**src/rtl/snn_pkg.sv**
```systemverilog
// Shared types for the spike rate monitor: parameter defaults,
// the per-window record layout and the window FSM states.
package snn_pkg;

    localparam int WIN_W = 16;
    localparam int CNT_W = 8;
    localparam int ISI_W = 12;

    typedef struct packed {
        logic [CNT_W-1:0] count;
        logic [ISI_W-1:0] isi;
        logic             ovf;
    } spike_rec_t;

    typedef enum logic {
        IDLE,
        RUN
    } state_t;

endpackage

```
**src/rtl/spike_rate_monitor_if.sv**
```systemverilog
// Record drain port of the spike rate monitor.
// master: drives rec_valid/rec_count/rec_isi/rec_ovf/fifo_level,
//         samples rec_ready. slave: the consumer side.
interface spike_rate_monitor_if #(
    parameter int CNT_W = snn_pkg::CNT_W,
    parameter int ISI_W = snn_pkg::ISI_W,
    parameter int LVL_W = 3
);

    logic             rec_valid;
    logic             rec_ready;
    logic [CNT_W-1:0] rec_count;
    logic [ISI_W-1:0] rec_isi;
    logic             rec_ovf;
    logic [LVL_W-1:0] fifo_level;

    modport master (
        output rec_valid,
        output rec_count,
        output rec_isi,
        output rec_ovf,
        output fifo_level,
        input  rec_ready
    );

    modport slave (
        input  rec_valid,
        input  rec_count,
        input  rec_isi,
        input  rec_ovf,
        input  fifo_level,
        output rec_ready
    );

endinterface

```
**src/rtl/spike_rec_fifo.sv**
```systemverilog
// Synchronous show-ahead record FIFO (DEPTH power of two, >= 2).
// Ports: clk, rst_n (sync, active-low), clear, push, pop, din,
//        dout (head), full, empty, level.
module spike_rec_fifo #(
    parameter int  DEPTH = 4,
    parameter type rec_t = snn_pkg::spike_rec_t,
    localparam int LVL_W = $clog2(DEPTH + 1)
) (
    input  logic             clk,
    input  logic             rst_n,
    input  logic             clear,
    input  logic             push,
    input  logic             pop,
    input  rec_t             din,
    output rec_t             dout,
    output logic             full,
    output logic             empty,
    output logic [LVL_W-1:0] level
);

    localparam int PTR_W = $clog2(DEPTH);

    rec_t             mem [DEPTH];
    logic [PTR_W-1:0] rd_ptr;
    logic [PTR_W-1:0] wr_ptr;
    logic             do_pop;
    logic             do_push;

    assign full    = (level == LVL_W'(DEPTH));
    assign empty   = (level == '0);
    assign do_pop  = pop & ~empty;
    // A full FIFO still accepts when the head leaves this cycle.
    assign do_push = push & (~full | do_pop);
    assign dout    = mem[rd_ptr];

    always_ff @(posedge clk) begin
        if (!rst_n || clear) begin
            rd_ptr <= '0;
            wr_ptr <= '0;
            level  <= '0;
        end else begin
            if (do_push) wr_ptr <= wr_ptr + 1'b1;
            if (do_pop)  rd_ptr <= rd_ptr + 1'b1;
            case ({do_push, do_pop})
                2'b10:   level <= level + 1'b1;
                2'b01:   level <= level - 1'b1;
                default: level <= level;
            endcase
        end
    end

    always_ff @(posedge clk) begin
        if (do_push) mem[wr_ptr] <= din;
    end

endmodule

```
**src/rtl/spike_rate_monitor.sv**
```systemverilog
// Turns the neuron spike flag into per-window records (count,
// min ISI, overflow) queued in a FIFO and drained over rec.
// Ports: clk, rst_n (sync, active-low), ena, spike_in, win_len,
//        clear, rec (master: valid/ready, count, isi, ovf, level).
// Macro SPIKE_ISI_EN builds the ISI logic; otherwise rec_isi = '1.
module spike_rate_monitor
    import snn_pkg::*;
#(
    parameter int WIN_W      = snn_pkg::WIN_W,
    parameter int CNT_W      = snn_pkg::CNT_W,
    parameter int ISI_W      = snn_pkg::ISI_W,
    parameter int FIFO_DEPTH = 4
) (
    input  logic                        clk,
    input  logic                        rst_n,
    input  logic                        ena,
    input  logic                        spike_in,
    input  logic [WIN_W-1:0]            win_len,
    input  logic                        clear,
    spike_rate_monitor_if.master        rec
);

    localparam int LVL_W = $clog2(FIFO_DEPTH + 1);
    localparam logic [CNT_W-1:0] CNT_MAX  = '1;
    localparam logic [ISI_W-1:0] ISI_NONE = '1;

`ifdef SPIKE_ISI_EN
    typedef struct packed {
        logic [CNT_W-1:0] count;
        logic [ISI_W-1:0] isi;
        logic             ovf;
    } rec_t;
`else
    typedef struct packed {
        logic [CNT_W-1:0] count;
        logic             ovf;
    } rec_t;
`endif

    state_t           state;
    state_t           state_nx;
    logic [WIN_W-1:0] win_left;
    logic [WIN_W-1:0] win_load;
    logic [WIN_W-1:0] cur_left;
    logic             win_end;
    logic             spike_q;
    logic             ev;
    logic [CNT_W-1:0] count;
    logic [CNT_W-1:0] count_nx;
    logic             sat;
    logic             sat_nx;
    logic             drop;
    logic             pop;
    logic             push_ok;
    logic             fifo_full;
    logic             fifo_empty;
    logic [LVL_W-1:0] level;
    rec_t             rec_in;
    rec_t             head;

    assign ev       = ena & spike_in & ~spike_q;
    assign win_load = (win_len == '0) ? '0 : win_len - 1'b1;

    // In IDLE the first enabled cycle is already window cycle 0,
    // so the freshly loaded length is used for the end test.
    always_comb begin
        state_nx = state;
        cur_left = win_left;
        unique case (state)
            IDLE: begin
                cur_left = win_load;
                if (ena) state_nx = RUN;
            end
            RUN:     state_nx = RUN;
            default: state_nx = IDLE;
        endcase
        win_end = ena & (cur_left == '0);
    end

    always_ff @(posedge clk) begin
        if (!rst_n || clear) state <= IDLE;
        else                 state <= state_nx;
    end

    assign count_nx = (ev && count != CNT_MAX) ? count + 1'b1
                                               : count;
    assign sat_nx   = sat | (count_nx == CNT_MAX);
    assign pop      = ~fifo_empty & rec.rec_ready;
    assign push_ok  = ~fifo_full | pop;

    always_ff @(posedge clk) begin
        if (!rst_n || clear) begin
            spike_q  <= 1'b0;
            win_left <= '0;
            count    <= '0;
            sat      <= 1'b0;
            drop     <= 1'b0;
        end else begin
            if (ena) begin
                spike_q  <= spike_in;
                win_left <= win_end ? win_load : cur_left - 1'b1;
                count    <= win_end ? '0 : count_nx;
                sat      <= win_end ? 1'b0 : sat_nx;
            end
            // Sticky until a record carrying it is accepted.
            if (win_end) drop <= ~push_ok;
        end
    end

`ifdef SPIKE_ISI_EN
    logic [ISI_W-1:0] isi_cnt;
    logic [ISI_W-1:0] min_isi;
    logic [ISI_W-1:0] min_nx;
    logic             seen;

    always_comb begin
        min_nx = min_isi;
        if (ev && seen && isi_cnt < min_isi) min_nx = isi_cnt;
    end

    // isi_cnt holds enabled cycles elapsed since the last event.
    always_ff @(posedge clk) begin
        if (!rst_n || clear) begin
            isi_cnt <= '0;
            min_isi <= ISI_NONE;
            seen    <= 1'b0;
        end else if (ena) begin
            if (ev) begin
                isi_cnt <= ISI_W'(1);
                seen    <= 1'b1;
            end else if (isi_cnt != ISI_NONE) begin
                isi_cnt <= isi_cnt + 1'b1;
            end
            min_isi <= win_end ? ISI_NONE : min_nx;
        end
    end
`endif

    always_comb begin
        rec_in       = '0;
        rec_in.count = count_nx;
        rec_in.ovf   = sat_nx | drop;
`ifdef SPIKE_ISI_EN
        rec_in.isi   = min_nx;
`endif
    end

    spike_rec_fifo #(
        .DEPTH (FIFO_DEPTH),
        .rec_t (rec_t)
    ) u_fifo (
        .clk   (clk),
        .rst_n (rst_n),
        .clear (clear),
        .push  (win_end),
        .pop   (pop),
        .din   (rec_in),
        .dout  (head),
        .full  (fifo_full),
        .empty (fifo_empty),
        .level (level)
    );

    assign rec.rec_valid  = ~fifo_empty;
    assign rec.rec_count  = fifo_empty ? '0 : head.count;
    assign rec.rec_ovf    = fifo_empty ? 1'b0 : head.ovf;
    assign rec.fifo_level = level;
`ifdef SPIKE_ISI_EN
    assign rec.rec_isi    = fifo_empty ? '0 : head.isi;
`else
    assign rec.rec_isi    = ISI_NONE;
`endif

endmodule

```
**src/flat_wrapper.sv**
```systemverilog
// flat-port wrapper written by rule: the top's interface ports become plain ports
module spike_rate_monitor_flat import snn_pkg::*;
#(
    parameter int WIN_W      = snn_pkg::WIN_W,
    parameter int CNT_W      = snn_pkg::CNT_W,
    parameter int ISI_W      = snn_pkg::ISI_W,
    parameter int FIFO_DEPTH = 4
)
  (clk, rst_n, ena, spike_in, win_len, clear, rec_rec_valid, rec_rec_count, rec_rec_isi, rec_rec_ovf, rec_fifo_level, rec_rec_ready);
  spike_rate_monitor_if #(.CNT_W(CNT_W), .ISI_W(ISI_W), .LVL_W((3))) rec_i ();
  input  logic clk;
  input  logic rst_n;
  input  logic ena;
  input  logic spike_in;
  input  logic [WIN_W-1:0] win_len;
  input  logic clear;
  output wire logic [$bits(rec_i.rec_valid)-1:0] rec_rec_valid;
  output wire logic [$bits(rec_i.rec_count)-1:0] rec_rec_count;
  output wire logic [$bits(rec_i.rec_isi)-1:0] rec_rec_isi;
  output wire logic [$bits(rec_i.rec_ovf)-1:0] rec_rec_ovf;
  output wire logic [$bits(rec_i.fifo_level)-1:0] rec_fifo_level;
  input wire logic [$bits(rec_i.rec_ready)-1:0] rec_rec_ready;
  assign rec_rec_valid = rec_i.rec_valid;
  assign rec_rec_count = rec_i.rec_count;
  assign rec_rec_isi = rec_i.rec_isi;
  assign rec_rec_ovf = rec_i.rec_ovf;
  assign rec_fifo_level = rec_i.fifo_level;
  assign rec_i.rec_ready = rec_rec_ready;
  spike_rate_monitor #(.WIN_W(WIN_W), .CNT_W(CNT_W), .ISI_W(ISI_W), .FIFO_DEPTH(FIFO_DEPTH)) u_core (.clk(clk), .rst_n(rst_n), .ena(ena), .spike_in(spike_in), .win_len(win_len), .clear(clear), .rec(rec_i));
endmodule
```
**config.mk**
```make
export PLATFORM = sky130hd
export DESIGN_NAME = spike_rate_monitor_flat
export DESIGN_NICKNAME = d
export VERILOG_FILES = /design/src/rtl/snn_pkg.sv /design/src/rtl/spike_rate_monitor_if.sv /design/src/rtl/spike_rec_fifo.sv /design/src/rtl/spike_rate_monitor.sv /design/src/flat_wrapper.sv
export SDC_FILE = /design/constraint.sdc
export NUM_CORES = 1
export LEC_CHECK = 0
export ABC_AREA = 1
export CAP_MARGIN = 10
export CORE_MARGIN = 2
export CORE_UTILIZATION = 58
export CTS_CLUSTER_SIZE = 30
export DETAILED_ROUTE_END_ITERATION = 16
export GPL_ROUTABILITY_DRIVEN = 0
export PLACE_DENSITY = 0.84
export SYNTH_ARGS = -nofsm -noshare
export SYNTH_HDL_FRONTEND = slang
export SYNTH_SLANG_ARGS = --single-unit
```
**constraint.sdc**
```tcl
create_clock -name clk -period 4.25 [get_ports clk]
set_input_delay 0.85 -clock clk [delete_from_list [all_inputs] [get_ports clk]]
set_output_delay 0.85 -clock clk [all_outputs]
set_load 0.01 [all_outputs]
```
==> flow_summary.toml <==
[die]
io_pins = 47
start_util_pct = 59.7
rows = 32
dieArea_um2 = 8650
core_um2 = 7690
die_x_um = 93.0
die_h_um = 93.0

[final_layout]
layout_common_cells = "nand2_1, nor2_1, inv_1, nand3_1, dfxtp_1"
syn_to_final_growth_pct = 13.4
final_cells = 761
nets = 686
antenna_cells = 0
multi_input_area_um2 = 2380
drive_above_1_share_pct = 13.1
seq_area_um2 = 1820
final_common_cell = "nand2_1"
fillers = 634

[setup_path]
reg2regPathDepth = 16
critPathArrivalTime_ps = 3840
startpoint_type = "input pin"
rr_startpoint = "u_core.state"
r2r_slack_ps = 1240
crit_fanout = 19
rr_endpoint = "u_core.u_fifo.level[2]"
criticalPathCategory = "in -> reg"
cp.required_ps = 4510
endpoint_kind = "flop"

[route]
drt-vias-per-instance = 5.28
detail_route.wl_per_cell_um = 13.5
first_pass_iters = 6
dr_total_vias = 4021
drc_errors = 0
ant_nets = 0
routed_wl_um = 10300
drtIter0Drc = 255

[sta]
timing.hold.ws_ps = 447
hold_viol = 0
slew_violations = 0
rsz0062_at_grt = "no"
max_slew_margin_pct = 48.9
setup_violations = 0
finClkSkew_ps = 11.9
period_needed_ps = 3580
setup_ws_ps = 666
worst_pin_slew_ps = 766
tns_ps = 0
post-route-period-util_pct = 84.3
max_clock_freq_mhz = 279

[outcome]
status = "finished, final reports clean"

[clocking]
cts_root_buffer = "clkbuf_8"
cts_resized = 0
worstSkewPairLatency_ps = 360
hold_buffers = 0
cts_max_level = 3
clkSinkCount = 73
cts_setup_buffers = 0
cts_buffer_depth = 2
cts.clk_slew.worst_paths_ps = 80
cts_tree = "done"
numCtsBuffers = 9

[grt]
grt_remaining_overflow = 0
grt_pass1_vias = 3769
antenna_found_initial = 0
grt_max_degree = 27
grt_pass1_wl_um = 17100
grt_usage_pct = 24.8

[hold_path]
hold_end = "u_core.win_left[4]"
holdCritStartpoint = "u_core.win_left[4]"
whs_path_depth = 2
hp-class = "reg -> reg"

[pwr]
p_leak_uw = 0.00224
powerDensity_nw_per_um2 = 289
total_power_uw = 1510
peakVddDrop_uv = 230

[synth]
ys_ff_latch = 73
synth_area_per_cell_um2 = 7.48
synth_edf_count = 36
async_reset_ff_share_pct = 0
synth_ff_type = "dfxtp_1"
ys_types = 39
synth_area_um2 = 4590
synthCells = 614
yosysWarnings = 0
seq_area_frac_synth_pct = 39.7

[placement]
dp_worst_setup_slack_ps = 296
dp_cells = 745
hpwl_um = 7550
io_buffers = 34

[flow_run]
max_cap_viol_count = 0
critical path, stage by stage:
cell and delay, ps:
clkdlybuf4s50_1 450, inv_1 90, ha_1 230, nand2_1 110, nor2_4 50, nand2_4 190, nand2_1 80, nand2_1 80
o21ai_2 110, ha_1 270, nand2_1 60, nand3b_1 140, nor2_2 60, nand3_2 80, inv_1 60, nand2_2 60
nand2_1 100, fa_1 430, nand2_2 90, nand2_2 60, a21oi_1 130, nor2_1 60
per-layer routing:
metal	GRT usage, %	vias up	routed length, µm
li1	-	2032	-
met1	32.7	1824	4430
met2	40.5	149	4960
met3	4.67	16	714
met4	10.2	0	164
met5	0	-	0
synth_stat cells, drive strengths merged, types with 9 or more instances:
master  number  area [µm²]
a21oi       22         110
o21ai       44         235
nand2      168         698
ha           9         113
nand4       11        81.3
inv         66         248
edfxtp      36        1080
nand3       48         265
nor2       101         493
xor2        11        96.3
buf         20         154
dfxtp       37         741
report_power, final:
| part | switching (µW) | total (µW) | internal (µW) |
|---|---|---|---|
| Sequential | 6.37 | 752 | 745 |
| Combinational | 122 | 191 | 68.5 |
| Clock | 259 | 563 | 304 |
| Total | 387 | 1510 | 1120 |
per-stage QoR:
step | area (µm²) | util, %
2_1_floorplan | 4630 | -
3_3_place_gp | 5000 | 65.1
3_5_place_dp | 5000 | 65.1
4_1_cts | 5210 | 67.7
5_1_grt | 5210 | 67.7
6_report | 5210 | 67.7
area by class of cell:
type | instances | share of cell area [%]
clock buffers | 12 | 2.98
clock inverters | 4 | 0.985
inverters | 68 | 4.90
multi-input cells | 458 | 45.7
flip-flops and latches | 73 | 35.0
well taps | 102 | 2.45
repair buffers | 44 | 7.98
kinds of logic (layout without fill, tap and decap cells):
logic type	after synthesis	after routing	share of synthesized area, %
simple gates	347	347	36.2
xor+xnor	17	17	3.24
other cells	1	12	0.0816
flops	73	73	39.7
buf+inv	94	128	9.40
compound gates	72	72	8.50
fa+ha+maj	10	10	2.89
how the worst max path moves through the flow:
stage	startpoint	endpoint	slack, ps	cells after the start
finish	win_len[0]	u_core.u_fifo.level[2]	670	22
global route	win_len[0]	u_core.u_fifo.level[2]	430	22
CTS	win_len[0]	u_core.u_fifo.mem[3][8]	680	20
detailed placement	win_len[0]	u_core.u_fifo.mem[3][2]	300	20
global placement	win_len[0]	u_core.u_fifo.level[2]	390	22
floorplan	win_len[0]	u_core.u_fifo.mem[0][0]	710	19
registers in the layout, summed over array words and instances, names as in the netlist, named ones only:
| signal | count |
|---|---|
| u_core.u_fifo.mem | 36 |
| u_core.win_left | 16 |
| u_core.u_fifo.level | 3 |
| u_core.u_fifo.rd_ptr | 2 |
| u_core.state | 1 |
| u_core.count | 8 |
| u_core.u_fifo.wr_ptr | 2 |
| u_core.drop | 1 |
| u_core.spike_q | 1 |
| u_core.sat | 1 |
Note: power is estimated with default switching activity, not from simulation.
==> edit: new RTL, same flow settings <==
The option `SPIKE_ISI_EN` is turned on by a define.
--- a/src/rtl/spike_rate_monitor.sv
+++ b/src/rtl/spike_rate_monitor.sv
@@ -3,6 +3,8 @@
 // Ports: clk, rst_n (sync, active-low), ena, spike_in, win_len,
 //        clear, rec (master: valid/ready, count, isi, ovf, level).
 // Macro SPIKE_ISI_EN builds the ISI logic; otherwise rec_isi = '1.
+`define SPIKE_ISI_EN
+
 module spike_rate_monitor
     import snn_pkg::*;
 #(
Function: changed (a bounded check fails within 4 cycles, from zero or initial values).
==> edit against the unedited design <==
Final area up 68%; non-clock buffer count up 19; worst setup slack worse by 51 ps; total power up 110%; clock power rose to 2.5 times the old value; combinational power down 2%; sequential cell count up 73; core utilization up 1.7 points; final cell count up 51%; global-route usage up 1.6 points; hold slack better by 8.9 ps; synthesized area up 63%; clock skew down 3.4 ps; wire length up 70%.
==> edit: results (changes against the unedited design) <==
synth:
  yosys-top-cells-count: "173 x nand2_1, 154 x nor2_1, 98 x inv_1"  # was 147 x nand2_1, 83 x nor2_1, 64 x inv_1
  async_flop_share_pct: 0  # unchanged
  yosysWarnings: 0  # unchanged
  syn_inst: 913  # was 614
  yosys.cell_types.count: 37  # was 39
  synth_area_leaders: "edfxtp_1 34%, dfxtp_1 17%, nand2_1 8.7%"  # was edfxtp_1 24%, dfxtp_1 16%, nand2_1 12%
  ys.flop_type: "edfxtp_1"  # was dfxtp_1
  ys_seq_area_share_pct: 50.4  # was 39.7%
  synth_edf_count: 84  # was 36
  synth_fp_nets: 957
worst_setup_path:
  path_class: "reg2out"  # was in2reg
  r2r-start: "u_core.state"  # unchanged
  worstPathMaxFanout: 42  # was 19
  reg2reg_to: "u_core.u_fifo.mem[1][10]"  # was u_core.u_fifo.level[2]
  cp.arrival_ps: 2790  # was 3840 ps
  reg2reg_depth: 12  # was 16
  crit_end: "rec_rec_isi[11]"  # was u_core.u_fifo.level[2]
  r2r_slack_ps: 1050  # was 1240 ps
final_layout:
  reg.largest.list: "u_core.u_fifo.mem x84, u_core.win_left x16"  # was u_core.u_fifo.mem x36, u_core.win_left x16, u_core.count x8
  drive_gt1_share_pct: 9.50  # was 13.1%
  diodes: 0  # unchanged
  fin_nets: 1010  # was 686
power_and_ir_drop:
  p_int_mw: 2.36  # was 1.12 mW
  vdd_ir_drop_max_mv: 0.232  # was 0.230 mV
  total_leakage_power_nw: 3.58  # was 2.24 nW
clock_network:
  clockBufferDepth: 2  # unchanged
  cts_max_level: 4  # was 3
  clock_latency_ps: 420  # was 360 ps
  post_cts_resized: 0  # unchanged
  postCtsSetupRepairBufs: 0  # unchanged
  cts_inserted_buffers: 17  # was 9
  cts_root_buffer: "clkbuf_16"  # was clkbuf_8
  clk_pin_slew_worst_paths_ps: 70
timing:
  whs_ps: 456  # was 447 ps
  fin_skew_ps: 8.58  # was 11.9 ps
  relSlewSlack_pct: 24.9  # was 48.9%
routing:
  drtIter0Drc: 599  # was 255
  vias_per_cell: 5.45  # was 5.28
  drt_pre_antenna_iters: 7  # was 6
  routedWlPerCell_um: 15.2  # was 13.5 µm
  drt_wl_total_mm: 17.4  # was 10.3 mm
placed_design:
  io_buffers: 46  # was 34
  hpwl_mm: 11.7  # was 7.55 mm
  place_inst: 1119  # was 745
hold_path:
  min_path_type: "reg2reg"  # unchanged
  min_from: "u_core.win_left[13]"  # was u_core.win_left[4]
  hold_end: "u_core.win_left[13]"  # was u_core.win_left[4]
  hold_depth: 2  # unchanged
global_routing:
  grt_pass1_wl_mm: 29.1  # was 17.1 mm
  grt_max_degree: 43  # was 27
  grt_antenna_before_repair: 0  # unchanged
  grt_pass1_vias: 5978  # was 3769
  grt_usage_pct: 26.5  # was 24.8%
run_status:
  status: "complete, no violations"  # unchanged
==> edit: kinds of logic (layout without fill, tap and decap cells) <==
family | Yosys count | after routing | synth area share, %
and+or+nand+nor | 444 | 444 | 26.0
AOI/OAI and AO/OA | 153 | 153 | 10.8
DFF | 146 | 146 | 50.4
buffers and inverters | 130 | 196 | 6.89
adders and majority gates | 22 | 22 | 3.79
xor gates and xnor gates | 18 | 18 | 2.11
==> edit: worst max-delay path, stage by stage (launching register included) <==
cell	delay (ps)
dfxtp_1	310
inv_1	800
o21ai_0	360
a21oi_1	280
clkdlybuf4s50_1	600
==> edit: area by class of cell <==
| type | instances | area [µm²] |
|---|---|---|
| multi-input cells | 637 | 3200 |
| fillers | 941 | 3840 |
| well taps | 172 | 215 |
| clock inverters | 14 | 123 |
| repair buffers | 63 | 601 |
| flip-flops and latches | 146 | 3760 |
| clock buffers | 18 | 450 |
| inverters | 101 | 379 |
==> edit: stage by stage <==
step / worst slack [ps] / instance area (µm²)
floorplan: 397 / 7460
global placement: 440 / 8160
detailed placement: 345 / 8160
CTS: 652 / 8730
global route: 433 / 8730
finish: 615 / 8730
==> edit: power by group through the flow <==
stage / registers, mW / logic (mW) / clock network [mW]
2_1_floorplan: 1.53 / 0.125 / 0
4_1_cts: 1.50 / 0.184 / 1.43
3_3_place_gp: 1.53 / 0.180 / 0
5_1_grt: 1.50 / 0.210 / 1.50
3_5_place_dp: 1.53 / 0.182 / 0
6_report: 1.50 / 0.187 / 1.42
==> edit: per-layer routing <==
metal	wire length [µm]	part of all wire, %	track usage (%)
met5	0	0	0
met4	331	1.9	9.79
met3	1180	6.7	5.35
met2	8460	49	43.5
met1	7470	43	34.8
